## config.mk

```make
export PLATFORM = sky130hd
export DESIGN_NAME = lc2k_reg_file
export DESIGN_NICKNAME = d
export VERILOG_FILES = /design/src/rtl/lc2k_pkg.sv /design/src/rtl/lc2k_rf_dump_ctrl.sv /design/src/rtl/lc2k_reg_file.sv
export SDC_FILE = /design/constraint.sdc
export NUM_CORES = 1
export LEC_CHECK = 0
export BUFFER_PORTS_ARGS = -buffer_cell sky130_fd_sc_hd__buf_2
export CELL_PAD_IN_SITES_DETAIL_PLACEMENT = 1
export CELL_PAD_IN_SITES_GLOBAL_PLACEMENT = 1
export CORE_MARGIN = 2
export CORE_UTILIZATION = 50
export CTS_BUF_LIST = sky130_fd_sc_hd__clkbuf_8
export DETAILED_ROUTE_END_ITERATION = 7
export GPL_TIMING_DRIVEN = 0
export PLACE_DENSITY_LB_ADDON = 0.1
export SLEW_MARGIN = 20
export SYNTH_ARGS = -nofsm -noshare
export SYNTH_HDL_FRONTEND = slang
export SYNTH_SLANG_ARGS = --single-unit
```

## constraint.sdc

```tcl
create_clock -name clk -period 3.78 [get_ports clk]
set_clock_uncertainty 0.05 [all_clocks]
set_input_delay 0.378 -clock clk [delete_from_list [all_inputs] [get_ports clk]]
set_output_delay 0.378 -clock clk [all_outputs]
set_load 0.005 [all_outputs]
```

## src/rtl/lc2k_pkg.sv

```systemverilog
// Shared types and LC2K default geometry for the architectural register file.
package lc2k_pkg;

  typedef enum logic [1:0] {
    ST_INIT = 2'd0,
    ST_IDLE = 2'd1,
    ST_DUMP = 2'd2
  } rf_state_e;

  localparam int LC2K_DATA_W = 32;
  localparam int LC2K_ADDR_W = 3;

endpackage

```

## src/rtl/lc2k_rf_dump_ctrl.sv

```systemverilog
// Register-file control FSM: post-reset INIT hold-off, IDLE, and the handshaked dump walk.
module lc2k_rf_dump_ctrl
  import lc2k_pkg::*;
#(
  parameter int ADDR_W = LC2K_ADDR_W
) (
  input  logic              clk,
  input  logic              rst_n,
  input  logic              init_done,
  input  logic              dump_req,
  input  logic              dump_ready,
  output rf_state_e         state,
  output logic              dump_valid,
  output logic [ADDR_W-1:0] dump_idx,
  output logic              dump_last
);

  localparam int NUM_REGS = 1 << ADDR_W;
  localparam logic [ADDR_W-1:0] LAST_IDX = ADDR_W'(NUM_REGS - 1);

  rf_state_e         state_nxt;
  logic [ADDR_W-1:0] idx_nxt;

  always_ff @(posedge clk) begin
    if (!rst_n) begin
      state    <= ST_INIT;
      dump_idx <= '0;
    end else begin
      state    <= state_nxt;
      dump_idx <= idx_nxt;
    end
  end

  always_comb begin
    state_nxt  = state;
    idx_nxt    = dump_idx;
    dump_valid = 1'b0;
    dump_last  = 1'b0;
    case (state)
      ST_INIT: begin
        if (init_done) state_nxt = ST_IDLE;
      end
      ST_IDLE: begin
        if (dump_req) begin
          state_nxt = ST_DUMP;
          idx_nxt   = '0;
        end
      end
      ST_DUMP: begin
        dump_valid = 1'b1;
        dump_last  = (dump_idx == LAST_IDX);
        // The index saturates at the last register; leaving DUMP is the only exit.
        if (dump_ready) begin
          if (dump_last) state_nxt = ST_IDLE;
          else           idx_nxt   = dump_idx + ADDR_W'(1);
        end
      end
      default: begin
        state_nxt = ST_INIT;
        idx_nxt   = '0;
      end
    endcase
  end

endmodule

```

## src/rtl/lc2k_reg_file.sv

```systemverilog
// LC2K register file: two async read ports with write-through bypass, one sync write port,
// a post-reset init sequencer and a handshaked full-register dump port.
module lc2k_reg_file
  import lc2k_pkg::*;
#(
  parameter int DATA_W    = LC2K_DATA_W,
  parameter int ADDR_W    = LC2K_ADDR_W,
  parameter int INIT_MODE = 0,
  parameter int ZERO_REG  = 0
) (
  input  logic              clk,
  input  logic              rst_n,
  input  logic [ADDR_W-1:0] rd_a_addr,
  output logic [DATA_W-1:0] rd_a_data,
  input  logic [ADDR_W-1:0] rd_b_addr,
  output logic [DATA_W-1:0] rd_b_data,
  input  logic              wr_en,
  input  logic [ADDR_W-1:0] wr_addr,
  input  logic [DATA_W-1:0] wr_data,
  output logic              init_busy,
  input  logic              dump_req,
  output logic              dump_valid,
  input  logic              dump_ready,
  output logic [ADDR_W-1:0] dump_idx,
  output logic [DATA_W-1:0] dump_data,
  output logic              dump_last
);

  localparam int NUM_REGS = 1 << ADDR_W;
  localparam logic [ADDR_W-1:0] LAST_IDX = ADDR_W'(NUM_REGS - 1);

  logic [DATA_W-1:0] mem [NUM_REGS];
  rf_state_e         state;
  logic [ADDR_W-1:0] init_idx;
  logic [DATA_W-1:0] init_val;
  logic              in_init;
  logic              init_done;
  logic              wr_live;

  function automatic logic is_zero_reg(input logic [ADDR_W-1:0] addr);
    return (ZERO_REG != 0) && (addr == '0);
  endfunction

  function automatic logic [DATA_W-1:0] rf_sel(input logic              blank,
                                               input logic              hit,
                                               input logic [DATA_W-1:0] byp,
                                               input logic [DATA_W-1:0] arr);
    return blank ? '0 : (hit ? byp : arr);
  endfunction

  assign in_init   = (state == ST_INIT);
  assign init_busy = in_init;
  assign init_done = in_init && (init_idx == LAST_IDX);
  assign init_val  = (INIT_MODE != 0) ? DATA_W'(init_idx) : '0;
  assign wr_live   = wr_en && !in_init && !is_zero_reg(wr_addr);

  always_ff @(posedge clk) begin
    if (!rst_n)         init_idx <= '0;
    else if (in_init)   init_idx <= (init_idx == LAST_IDX) ? '0 : init_idx + ADDR_W'(1);
  end

  // Array carries no reset; the init sequencer rewrites every entry after each reset.
  always_ff @(posedge clk) begin
    if (rst_n) begin
      if (in_init)      mem[init_idx] <= init_val;
      else if (wr_live) mem[wr_addr]  <= wr_data;
    end
  end

  assign rd_a_data = rf_sel(in_init || is_zero_reg(rd_a_addr),
                            wr_live && (wr_addr == rd_a_addr), wr_data, mem[rd_a_addr]);
  assign rd_b_data = rf_sel(in_init || is_zero_reg(rd_b_addr),
                            wr_live && (wr_addr == rd_b_addr), wr_data, mem[rd_b_addr]);
  assign dump_data = rf_sel(!dump_valid || is_zero_reg(dump_idx),
                            wr_live && (wr_addr == dump_idx), wr_data, mem[dump_idx]);

  lc2k_rf_dump_ctrl #(
    .ADDR_W(ADDR_W)
  ) u_dump_ctrl (
    .clk       (clk),
    .rst_n     (rst_n),
    .init_done (init_done),
    .dump_req  (dump_req),
    .dump_ready(dump_ready),
    .state     (state),
    .dump_valid(dump_valid),
    .dump_idx  (dump_idx),
    .dump_last (dump_last)
  );

endmodule

```

; ---- Word-level counts from Yosys, hierarchy flattened
; Memories as Yosys holds them, arrays and structs flattened. A register that Yosys moved wholly into a read port is not among the register bits.
; Cells that the tools add are included.
[word_totals]
mem_bits_rw = 256
n_memories = 1
reg_bits = 8
out_inout_bits = 102
[mem_list]
columns = name, depth, word_bits, rd, rd_ports_with_merged_regs, wr, line_no
row1 = mem, 8, 32, 3, 1, 1, lc2k_reg_file.sv:32  ; logic [DATA_W-1:0] mem [NUM_REGS];
[classes]
bitwise = 1
n_addsub = 2
n_mux = 30
eq_ne = 12
reduce_logical = 10
[ops]
columns = operator, count
row1 = $mux 32, 7
row2 = $reduce_or 32->1, 1
row3 = $mux 3, 7
row4 = $mux 1, 10
row5 = $eq 3x3->1, 3
row6 = $pmux 3 s3, 1
row7 = $mux 2, 4
row8 = $reduce_and 4->1, 2
row9 = $add 3x1->3 const B, 2
row10 = $eq 3x3->1 const B, 2
row11 = $ne 2x2->1 const B, 3
row12 = $pmux 2 s3, 1
row13 = $logic_and 1x1->1, 5
row14 = $ne 2x1->1 const B, 2
row15 = $eq 2x1->1 const B, 1
row16 = $eq 2x2->1 const B, 1
row17 = $logic_not 2->1, 1
row18 = $logic_not 1->1, 1
row19 = $not 1->1, 1

; ---- Depth between registers and ports, before layout
; Gate-level depths: netlist of run 1.
[depth]
ltp_word = 9
ltp_mapped = 6
depth_no_buf = 6

; ---- Cells and area by module
; A second synthesis of run 1 with hierarchy kept.
[unflattened]
cells_unflattened = 938
hier_area_um2 = 15882.7
[modules_own_cells]
columns = module, area_each_um2, instances, cells_each
row1 = lc2k_reg_file, 15617.5, 1, 913
row2 = lc2k_rf_dump_ctrl, 265.3, 1, 25

; ---- Worst setup path after synthesis of run 1
; OpenSTA, ideal clock, no wires.
[synth_timing]
path_kind = flip-flop to flip-flop
startpoint = register u_dump_ctrl.state[1]
endpoint = memory mem[3][0] (netlist name), enable pin
synth_period_minus_slack_ns = 2.983
path_stages_with_launch = 7
required_time_ns = 3.309
setup_slack_ns = 0.797
setup_ns = 0.421
arrival_ns = 2.512
path_cell_list = dfxtp_1 > or2_2 > buf_2 > inv_1 > and2_1 > o21ai_1 > nor2_1
[synth_between]
elab_chain_cells = 9
word_cells_on_any_way = 13
classes_between = mux: 9 / reduce/logical: 4
[synth_lines]
columns = item, line_no
row1 = "start, declared", lc2k_rf_dump_ctrl.sv:12  ; output rf_state_e state,
row2 = "start signal, assigned", lc2k_rf_dump_ctrl.sv:29  ; state <= state_nxt;
row3 = $logic_not 2->1 (*), lc2k_reg_file.sv:51  ; assign in_init = (state == ST_INIT);
row4 = named net init_busy, lc2k_reg_file.sv:20  ; output logic init_busy,
row5 = $logic_not 1->1, lc2k_reg_file.sv:55  ; assign wr_live = wr_en && !in_init && !is_zero_reg(wr_addr);
row6 = $logic_and 1x1->1, lc2k_reg_file.sv:55
row7 = $mux 1, lc2k_reg_file.sv:66  ; else if (wr_live) mem[wr_addr] <= wr_data;
row8 = $mux 1, lc2k_reg_file.sv:65  ; if (in_init) mem[init_idx] <= init_val;
row9 = $mux 1, lc2k_reg_file.sv:64  ; if (rst_n) begin
row10 = $mux 1 (not written as such), lc2k_reg_file.sv:66
row11 = $reduce_or 32->1 (no source line), -
row12 = $mux 3 (no source line) / $mux 1 (equally long branches), -
row13 = "end, declared", lc2k_reg_file.sv:32
; The timed path passes the listed nets; every way through them passes the cells marked *.

; ---- Worst setup path after layout of run 1
[layout_timing]
startpoint = register u_dump_ctrl.state[1]
endpoint = output rd_b_data[24]
[layout_between]
elab_chain_cells = 6
[layout_lines]
columns = item, line_no
row1 = $logic_not 2->1 (*), lc2k_reg_file.sv:51
row2 = $logic_not 1->1, lc2k_reg_file.sv:55
row3 = $logic_and 1x1->1, lc2k_reg_file.sv:55
row4 = $logic_and 1x1->1, lc2k_reg_file.sv:73  ; wr_live && (wr_addr == rd_b_addr), wr_data, mem[rd_b_addr]);
row5 = $mux 32, lc2k_reg_file.sv:48  ; return blank ? '0 : (hit ? byp : arr);
row6 = $mux 32 (*), lc2k_reg_file.sv:48
row7 = "end, declared", lc2k_reg_file.sv:16  ; output logic [DATA_W-1:0] rd_b_data,
; Mark *: on every way between the ends. The rest lies on a longest branch, timed or not.

==> flow_metrics.tcl, run 1 <==
set metrics [dict create \
    core.rowCount 65 \
    critPathArrivalTime_ns 2.83 \
    dpl.hpwl_mm 35.3 \
    antenna_found_initial 2 \
    worst_hold_path_type "primary input to flop" \
    ir_drop_uv 228 \
    synthDistinctLibCells 35 \
    drt_iter0_markers 1392 \
    fmax_mhz 307 \
    synth_area_leader_cell "edfxtp_1" \
    grt-ovfl-total 0 \
    cp-end-kind "output pin" \
    hold_viol 0 \
    dp.cells 1502 \
    leakagePower_nw 6.21 \
    syn2layout_area_growth_pct 15.5 \
    rsz0062_at_grt "false" \
    ys_seq_area_share_pct 50.1 \
    synthCells 943 \
    synth_top_cell_area_share_pct 48.7 \
    clock_sinks 267 \
    synth_area_leaders "edfxtp_1 (49%), mux4_1 (17%), mux4_2 (13%), mux2i_1 (6.1%), a21oi_1 (3.1%)" \
    die_h_um 182 \
    yosys_register_bits 267 \
    first_pass_iters 6 \
    portBuffers 143 \
    cts_tree "yes" \
    clk_transition_reported_paths_ns 0.06 \
    synth_edf_count 256 \
    io_pins 148 \
    viasPerCell 7.03 \
    critPathLaunchType "flop" \
    fin_cells 1581 \
    wl_per_cell_um 33.9 \
    utilization_pct 58.3 \
    final_common_cell "edfxtp_1" \
    cp.required_ns 3.35 \
    vias 11100 \
    power_density_nw_per_um2 355 \
    drc 0 \
    synth_flop_cell "edfxtp_1" \
    cts_hold_buffers 0 \
    coreArea_um2 31300 \
    max-slew-margin-rel_pct 35.4 \
    dieArea_um2 33000 \
    clock-root-buffer "clkbuf_8" \
    preCtsSetupSlack_ns 0.892 \
    final_cell_mix "edfxtp_1 (256), buf_2 (174), mux4_1 (104)" \
    drive_above_1_share_pct 32.1 \
    cap_violations 0 \
    async_flop_share_pct 0 \
    drv_slew 0 \
    path_max_fanout 10 \
    gp_congestion 0.819 \
    fin_nets 1195 \
    final_area_um2 18200 \
    worstSetupPathType "flop to output pin" \
    grt_max_degree 18 \
    grt_pass1_vias 11400 \
    status "completed" \
    ys_warn_count 0 \
    syn-num-nets 993 \
    tightest_slew_ns 0.969 \
    clkLatencyLatePin_ns 0.55 \
    finalSetupViolations 0 \
    finalCriticalPeriod_ns 3.25 \
    wirelength_mm 53.6 \
    netlist_area_um2 15800 \
    crit_chain "o21a_1 -> nand4_2 -> clkbuf_1 -> o21ai_0 -> a21oi_1 -> buf_2" \
    cts_buffers 43 \
    grt_use_total_pct 32.8 \
    worst_slack_ns 0.526 \
    start_util_pct 50.4 \
    cts_setup_buffers 0 \
    grt_pass1_wl_mm 77.3 \
    synth_area_per_cell_um2 16.7 \
    drtAntennaViolNets 0 \
    critPathSlowestCell "clkbuf_1" \
    clockBufferDepth 3 \
    cp_slowest_stage_delay_ns 0.52 \
    place_area_um2 17400 \
    dieWidth_um 182 \
    fillers 2923 \
    period_share_pct 86.1 \
    post_cts_resized 0 \
    h-tree-depth 2 \
]
path summary, 6_finish.rpt:
path                                           from  cells past startpoint                                end  slack (ns)
setup / recovery  u_dump_ctrl.state[1]$_SDFFE_PN0P_                      6                      rd_b_data[24]        0.53
hold / removal                           dump_ready                      3  u_dump_ctrl.state[1]$_SDFFE_PN0P_        0.20
setup reg to reg  u_dump_ctrl.state[1]$_SDFFE_PN0P_                      7                mem[7][9]$_DFFE_PP_        0.84
hold reg to reg            init_idx[2]$_SDFFE_PN0P_                      2           init_idx[2]$_SDFFE_PN0P_        0.53
power breakdown:
part | internal [mW] | leakage [nW] | switching, mW | total [mW]
sequential | 3.32 | 2.22 | 0.0685 | 3.39
clock | 1.22 | 0.461 | 1.15 | 2.38
combinational | 0.347 | 3.52 | 0.368 | 0.715
critical path: cells and delay by family, from the launching register on:
family	cells	cell delay, ns
buf+inv	2	0.71
simple gates	1	0.40
compound gates	3	0.69
flops	1	0.48
synth_stat cells, types with 7 or more instances:
cell type	n
mux2i_1	97
nor2_1	11
edfxtp_1	256
clkbuf_1	28
a21oi_1	98
mux4_2	88
buf_6	20
dfxtp_1	11
xnor2_1	9
buf_4	7
and2_1	34
buf_2	31
o21ai_0	97
mux4_1	104
logic make-up after synthesis:
group,synth area share [%]
muxes,36.0
buffers and inverters,3.64
and+or+nand+nor,2.67
DFF,50.1
xor gates and xnor gates,0.499
adders and majority gates,0.317
AOI/OAI and AO/OA,6.81
through the flow:
| stage | setup TNS, ns | power (mW) | hold slack, ns |
|---|---|---|---|
| 4_1_cts | 0 | 6.50 | 0.159 |
| 3_3_place_gp | -315.48 | 4.08 | 0.480 |
| 6_report | 0 | 6.48 | 0.201 |
| 5_1_grt | 0 | 6.66 | 0.192 |
| 3_5_place_dp | 0 | 4.15 | 0.506 |
| 2_1_floorplan | 0 | 3.86 | 0.443 |
layer usage:
layer	up-vias	wire (um)	track usage (%)
met3	109	5400	6.24
met4	0	1510	10.7
li1	4476	-	-
met1	5763	20800	44.9
met5	-	0	0
met2	763	26000	53.6
state kept, by name, indices dropped and copies added (netlist names), named ones only:
name and cells:
u_dump_ctrl.state 2, mem 256, init_idx 3, u_dump_ctrl.dump_idx 3
cell type report:
| cell class | count | area, um2 | share of cell area [%] |
|---|---|---|---|
| inverter | 5 | 18.8 | 0.103 |
| sequential | 267 | 7910 | 43.3 |
| antenna | 3 | 7.51 | 0.0411 |
| timing repair buffer | 157 | 1080 | 5.91 |
| clock inverter | 32 | 195 | 1.07 |
| multi-input combinational | 581 | 7370 | 40.4 |
| tap | 402 | 503 | 2.76 |
| clock buffer | 44 | 606 | 3.32 |
| buffer | 90 | 558 | 3.06 |
Note: power is estimated with default switching activity, not from simulation.
==> run 2, diff against run 1 <==
Settings changed: ABC_AREA set to 1, CORE_MARGIN 2 to unset, CORE_UTILIZATION 50 to 45.
==> run 2 against run 1 <==
Synthesized area rose by 11%; first-iteration DRC count rose by 90%; critical endpoint is now dump_data[12]; final cell count rose by 110%; non-clock buffer count rose by 93; sequential cell count did not move; combinational power rose to 5.9 times the previous value; sequential share of layout area fell by 3.7 points; worst hold slack got worse by 0.17 ns; die area rose by 20%; largest cell class is now multi-input gates; register-to-register slack improved by 0.05 ns; critical path depth rose by 2; utilization fell by 5.7 points.
==> flow_metrics.tcl, run 2 <==
set metrics [dict create \
    finalCriticalPeriod_ns 3.62 \
    dieArea_um2 39600 \
    syn2layout_area_growth_pct 14.2 \
    ys_warn_count 0 \
    reg2reg_depth 10 \
    synthCells 2511 \
    core.rowCount 71 \
    power_density_nw_per_um2 546 \
    netlist_area_um2 17500 \
    drv_slew 0 \
    final_cell_mix "nand2_1 (1049), nand3_1 (635), nor2_1 (268)" \
    grt_pass1_vias 20700 \
    hold_viol 0 \
    grt_use_total_pct 47.1 \
    clock_sinks 267 \
    synth_area_per_cell_um2 6.96 \
    grt-ovfl-total 0 \
    synthDistinctLibCells 27 \
    yosys_register_bits 267 \
    wl_per_cell_um 28.3 \
    status "completed" \
    leakagePower_nw 8.92 \
    diodes 0 \
    dpl.hpwl_mm 64.0 \
    critPathArrivalTime_ns 3.19 \
    final_common_cell "nand2_1" \
    ys_seq_area_share_pct 45.2 \
    whs_path_depth 3 \
    drive_above_1_share_pct 13.4 \
    ir_drop_uv 438 \
    first_pass_iters 6 \
    hold_start "dump_req" \
    r2r-end "mem[4][0]$_DFFE_PP_" \
    worst_hold_path_type "primary input to flop" \
    drtAntennaViolNets 0 \
    synth.most_common_cell "nand2_1" \
    cts_tree "yes" \
    syn-num-nets 2561 \
    finalSetupViolations 0 \
    coreArea_um2 37900 \
    period_share_pct 95.8 \
    synth_common_cells "nand2_1 (1049), nand3_1 (635), nor2_1 (276)" \
    synth_area_leader_cell "edfxtp_1" \
    die_h_um 199 \
    viasPerCell 6.40 \
    holdPathEnd "u_dump_ctrl.state[0]$_SDFFE_PN0P_" \
    cp.required_ns 3.35 \
    fmax_mhz 276 \
    rsz0062_at_grt "false" \
    fillers 5062 \
    utilization_pct 52.6 \
    top_register "mem" \
    r2r_start "u_dump_ctrl.state[0]$_SDFFE_PN0P_" \
    power.total_mw 10.9 \
    antenna_found_initial 0 \
    drt_iter0_markers 2641 \
    synth_edf_count 256 \
    post_cts_resized 0 \
    clockBufferDepth 3 \
    r2r_slack_ns 0.89 \
    gp_congestion 0.997 \
    largest_reg_flops 256 \
    cts_setup_buffers 0 \
    dieWidth_um 199 \
    cp-end-kind "output pin" \
    io_pins 148 \
    cts_buffers 49 \
    portBuffers 146 \
    grt_max_degree 20 \
    vias 20900 \
    async_flop_share_pct 0 \
    fin_nets 2768 \
    drc 0 \
    worstSetupPathType "flop to output pin" \
    wirelength_mm 92.5 \
    cap_violations 0 \
    clk_transition_reported_paths_ns 0.06 \
    top_regs "mem: 256 flops, init_idx: 3 flops, u_dump_ctrl.dump_idx: 3 flops" \
    synth_top_cell_area_share_pct 44.0 \
    clock-root-buffer "clkbuf_8" \
    clkLatencyLatePin_ns 0.67 \
    tightest_slew_ns 1.24 \
    synth_area_leaders "edfxtp_1 (44%), nand2_1 (23%), nand3_1 (18%), nor2_1 (5.9%), buf_2 (3.2%)" \
    path_max_fanout 10 \
    grt_pass1_wl_mm 133 \
    critPathLaunchType "flop" \
    start_util_pct 46.1 \
    tns_ns 0 \
    max-slew-margin-rel_pct 17.4 \
    h-tree-depth 2 \
    synth_flop_cell "edfxtp_1" \
]
==> run 2: changes by cell type after synthesis, sizes merged, moves of 5 or more <==
cell    before   now
and2        34     0
mux4       192     0
clkbuf      31    41
inv          5    61
nor2        11   285
mux2i       97     0
nor2b        5     0
a21oi       98     9
nand3        0   635
xnor2        9     0
nand2        5  1052
o21ai       99     9
buf         59   143
==> run 2: worst max-delay path, stage by stage (launching register included) <==
cell and delay [ns]:
dfxtp_1 0.30, buf_2 0.36, clkinv_1 0.52, clkbuf_1 0.61, nand3_1 0.32, nand2_1 0.08
nor2_1 0.15, nor2_1 0.06, buf_2 0.12
==> run 2: metrics by stage <==
stage	area [um2]	hold WS (ns)	cells	setup WS (ns)
after CTS	20000	0.0447	3265	0.382
after global routing	20000	0.0941	3265	0.245
final	20000	0.0323	3265	0.159
after global placement	18800	0.443	3168	-1.32
after detailed placement	19100	0.457	3177	0.949
after floorplan	17500	0.410	2511	0.820
==> run 2: area by class of cell <==
cell class	count	area, um2	share of cell area, %
multi-input combinational	1998	8510	42.7
clock inverter	36	148	0.740
inverter	62	235	1.18
sequential	267	7910	39.6
clock buffer	51	702	3.52
timing repair buffer	156	928	4.65
buffer	184	882	4.42
tap	511	639	3.20
==> run 2: worst max path at each step <==
stage,slack (ns),end,from
2_1_floorplan,0.82,mem[0][0]$_DFFE_PP_,u_dump_ctrl.state[0]$_SDFFE_PN0P_
3_3_place_gp,-1.32,mem[6][25]$_DFFE_PP_,wr_en
3_5_place_dp,0.95,rd_a_data[28],rd_a_addr[1]
4_1_cts,0.38,dump_data[28],flop
5_1_grt,0.24,dump_data[17],flop
6_report,0.16,dump_data[12],flop
==> run 2: timing repair <==
action,in CTS,in global routing
hold buffers,1,0
endpoints found under the setup margin,0,0
endpoints found under the hold margin,4,0
==> run 2: kinds of logic after synthesis <==
group	after synthesis	share of synthesized area, %
DFF	267	45.2
and+or+nand+nor	1974	47.3
adders and majority gates	4	0.286
buffers and inverters	246	6.39
AOI/OAI and AO/OA	20	0.730
==> run 2: layer usage <==
layer	vias up	routed length [um]	track usage (%)
li1	8684	-	-
met1	9965	32400	57.9
met5	-	0	0
met2	1760	39600	70.9
met4	0	7780	35.0
met3	485	12700	12.5
==> run 2: power by group <==
part / leakage, nW / internal [mW] / switching (mW) / total, mW
Combinational: 5.94 / 1.21 / 3.01 / 4.21
Sequential: 2.49 / 3.78 / 0.299 / 4.08
Clock: 0.494 / 1.24 / 1.37 / 2.61
Total: 8.92 / 6.23 / 4.68 / 10.9
==> run 3, diff against run 2 <==
--- a/config.mk
+++ b/config.mk
@@ -6,9 +6,8 @@
 export NUM_CORES = 1
 export LEC_CHECK = 0
-export ABC_AREA = 1
 export BUFFER_PORTS_ARGS = -buffer_cell sky130_fd_sc_hd__buf_2
 export CELL_PAD_IN_SITES_DETAIL_PLACEMENT = 1
 export CELL_PAD_IN_SITES_GLOBAL_PLACEMENT = 1
-export CORE_UTILIZATION = 45
+export CORE_UTILIZATION = 50
 export CTS_BUF_LIST = sky130_fd_sc_hd__clkbuf_8
 export DETAILED_ROUTE_END_ITERATION = 7
==> constraint.sdc (replaced) <==
create_clock -name clk -period 3.78 [get_ports clk]
set_clock_uncertainty 0.05 [all_clocks]
set_input_delay 0 -clock clk [delete_from_list [all_inputs] [get_ports clk]]
set_output_delay 0 -clock clk [all_outputs]
set_load 0.005 [all_outputs]
==> run 3 against run 2 <==
The flow now finishes with violations (design-rule violations); global-route usage shrank 14 points; final cell count is 51% lower; power shrank 38%; die area decreased by 18%; routed wire length down 43%; count of clock-buffer cells in the layout down 6; via count decreased by 46%; critical path type unchanged; highest routed layer unchanged.
==> flow_metrics.tcl, run 3 (same netlist as run 1, synthesis figures left out) <==
set metrics [dict create \
    clock_sinks 267 \
    core.rowCount 64 \
    leakagePower_nw 6.43 \
    rsz0062_at_grt "false" \
    path_max_fanout 10 \
    drt_iter0_markers 1449 \
    fillers 2842 \
    multi_input_area_um2 7370 \
    drive_above_1_share_pct 30.8 \
    cp.required_ns 3.73 \
    clk_transition_reported_paths_ns 0.07 \
    switching_share_pct 23.4 \
    final_common_cell "edfxtp_1" \
    status "finished with violations" \
    power_density_nw_per_um2 363 \
    dpl.hpwl_mm 34.6 \
    gp_congestion 0.824 \
    cp_slowest_stage_delay_ns 0.66 \
    critPathArrivalTime_ns 2.92 \
    grt_pass1_vias 11500 \
    crit_chain "nand2b_1 -> inv_1 -> buf_1 -> o21ai_0 -> a21oi_1 -> buf_2" \
    io_pins 148 \
    drv_slew 0 \
    p_int_mw 5.20 \
    diodes 0 \
    finalCriticalPeriod_ns 2.97 \
    critPathSlowestCell "buf_1" \
    vias 11300 \
    grt_max_degree 19 \
    die_h_um 180 \
    power.share.clock_pct 39.2 \
    syn2layout_area_growth_pct 18.6 \
    cp-end-kind "output pin" \
    seq_area_um2 7910 \
    p_sw_mw 1.59 \
    tightest_slew_ns 1.02 \
    max-slew-margin-rel_pct 32.0 \
    finalSetupViolations 0 \
    fmax_mhz 336 \
    worst_hold_path_type "primary input to flop" \
    power.total_mw 6.79 \
    worstSetupPathType "flop to output pin" \
    wl_per_cell_um 32.8 \
    violations "design-rule violations" \
    cts_hold_buffers 37 \
    cts_buffers 44 \
    share_seq_of_total_power_pct 49.8 \
    p_comb_share_pct 11.0 \
    largest_reg_flops 256 \
    hold_viol 0 \
    cap_violations 0 \
    portBuffers 143 \
    drc 13 \
    critPathLaunchType "flop" \
    viasPerCell 7.00 \
    wirelength_mm 52.8 \
    period_share_pct 78.7 \
    dieWidth_um 180 \
    clkLatencyLatePin_ns 0.57 \
    grt_pass1_wl_mm 76.8 \
    ir_drop_uv 319 \
    dieArea_um2 32300 \
    post_cts_resized 0 \
    clockBufferDepth 3 \
    cts_setup_buffers 0 \
    top_register "mem" \
    top_regs "mem: 256 flops, init_idx: 3 flops, u_dump_ctrl.dump_idx: 3 flops" \
    antenna_found_initial 1 \
    tns_ns 0 \
    final_cell_mix "edfxtp_1 (256), buf_2 (174), mux4_1 (104)" \
    h-tree-depth 2 \
    cts_tree "yes" \
    drtAntennaViolNets 0 \
    coreArea_um2 30800 \
    grt_use_total_pct 33.1 \
    grt-ovfl-total 0 \
    start_util_pct 51.2 \
    clock-root-buffer "clkbuf_8" \
    fin_nets 1234 \
    first_pass_iters 7 \
]
[run 3: changes by cell type in the layout (fill, tap and decap cells not counted), moves of 83 or more]
cell	previous run	this run
o21ai_0	5	97
mux2i_1	0	97
nand2_1	1049	5
mux4_1	0	104
a21oi_1	9	98
buf_2	257	174
mux4_2	0	88
nand3_1	635	0
nor2_1	268	3
[run 3: power groups by stage]
stage                     registers, mW  clock network (mW)  logic (mW)
final                              3.38                2.67       0.745
after global routing               3.39                2.82       0.773
after CTS                          3.38                2.69       0.737
after detailed placement           3.44                   0       0.706
after global placement             3.44                   0       0.640
after floorplan                    3.42                   0       0.444
[run 3: worst paths after layout]
path,startpoint,to,slack [ns],depth (start not counted)
setup / recovery,u_dump_ctrl.state[1]$_SDFFE_PN0P_,dump_data[2],0.81,6
hold reg to reg,init_idx[1]$_SDFFE_PN0P_,init_idx[1]$_SDFFE_PN0P_,0.51,2
setup reg to reg,u_dump_ctrl.state[1]$_SDFFE_PN0P_,mem[7][29]$_DFFE_PP_,0.88,8
hold / removal,wr_addr[2],mem[5][0]$_DFFE_PP_,0.29,4
[run 3: routing by layer]
| metal | GRT usage [%] | share of wire (%) | vias to the layer above |
|---|---|---|---|
| met4 | 11.3 | 3.0 | 0 |
| li1 | - | - | 4540 |
| met5 | 0 | 0 | - |
| met3 | 5.96 | 9.2 | 122 |
| met2 | 53.0 | 48 | 732 |
| met1 | 46.0 | 40 | 5891 |
[run 3: final cells by class]
class	instances	area share [%]
multi-input combinational	581	39.4
clock inverter	34	1.60
timing repair buffer	195	7.80
clock buffer	45	3.31
inverter	5	0.100
buffer	90	2.97
sequential	267	42.2
tap	396	2.65
[run 3: per-stage QoR]
stage	util, %	std cells	cell area [um2]	hold WS [ns]	worst slack, ns
after floorplan	-	943	15800	0.128	0.797
after global placement	55.2	1482	17000	0.306	-1.27
after detailed placement	56.6	1497	17400	0.320	0.925
after CTS	60.8	1613	18700	0.269	0.846
after global routing	60.8	1613	18700	0.291	0.745
final	60.8	1613	18700	0.286	0.807
[run 3: critical path: cells and delay by family, from the launching register on]
kind	cells	cell delay [ns]
and+or+nand+nor	1	0.14
DFF	1	0.47
buffers and inverters	3	1.19
AOI/OAI and AO/OA	2	0.53
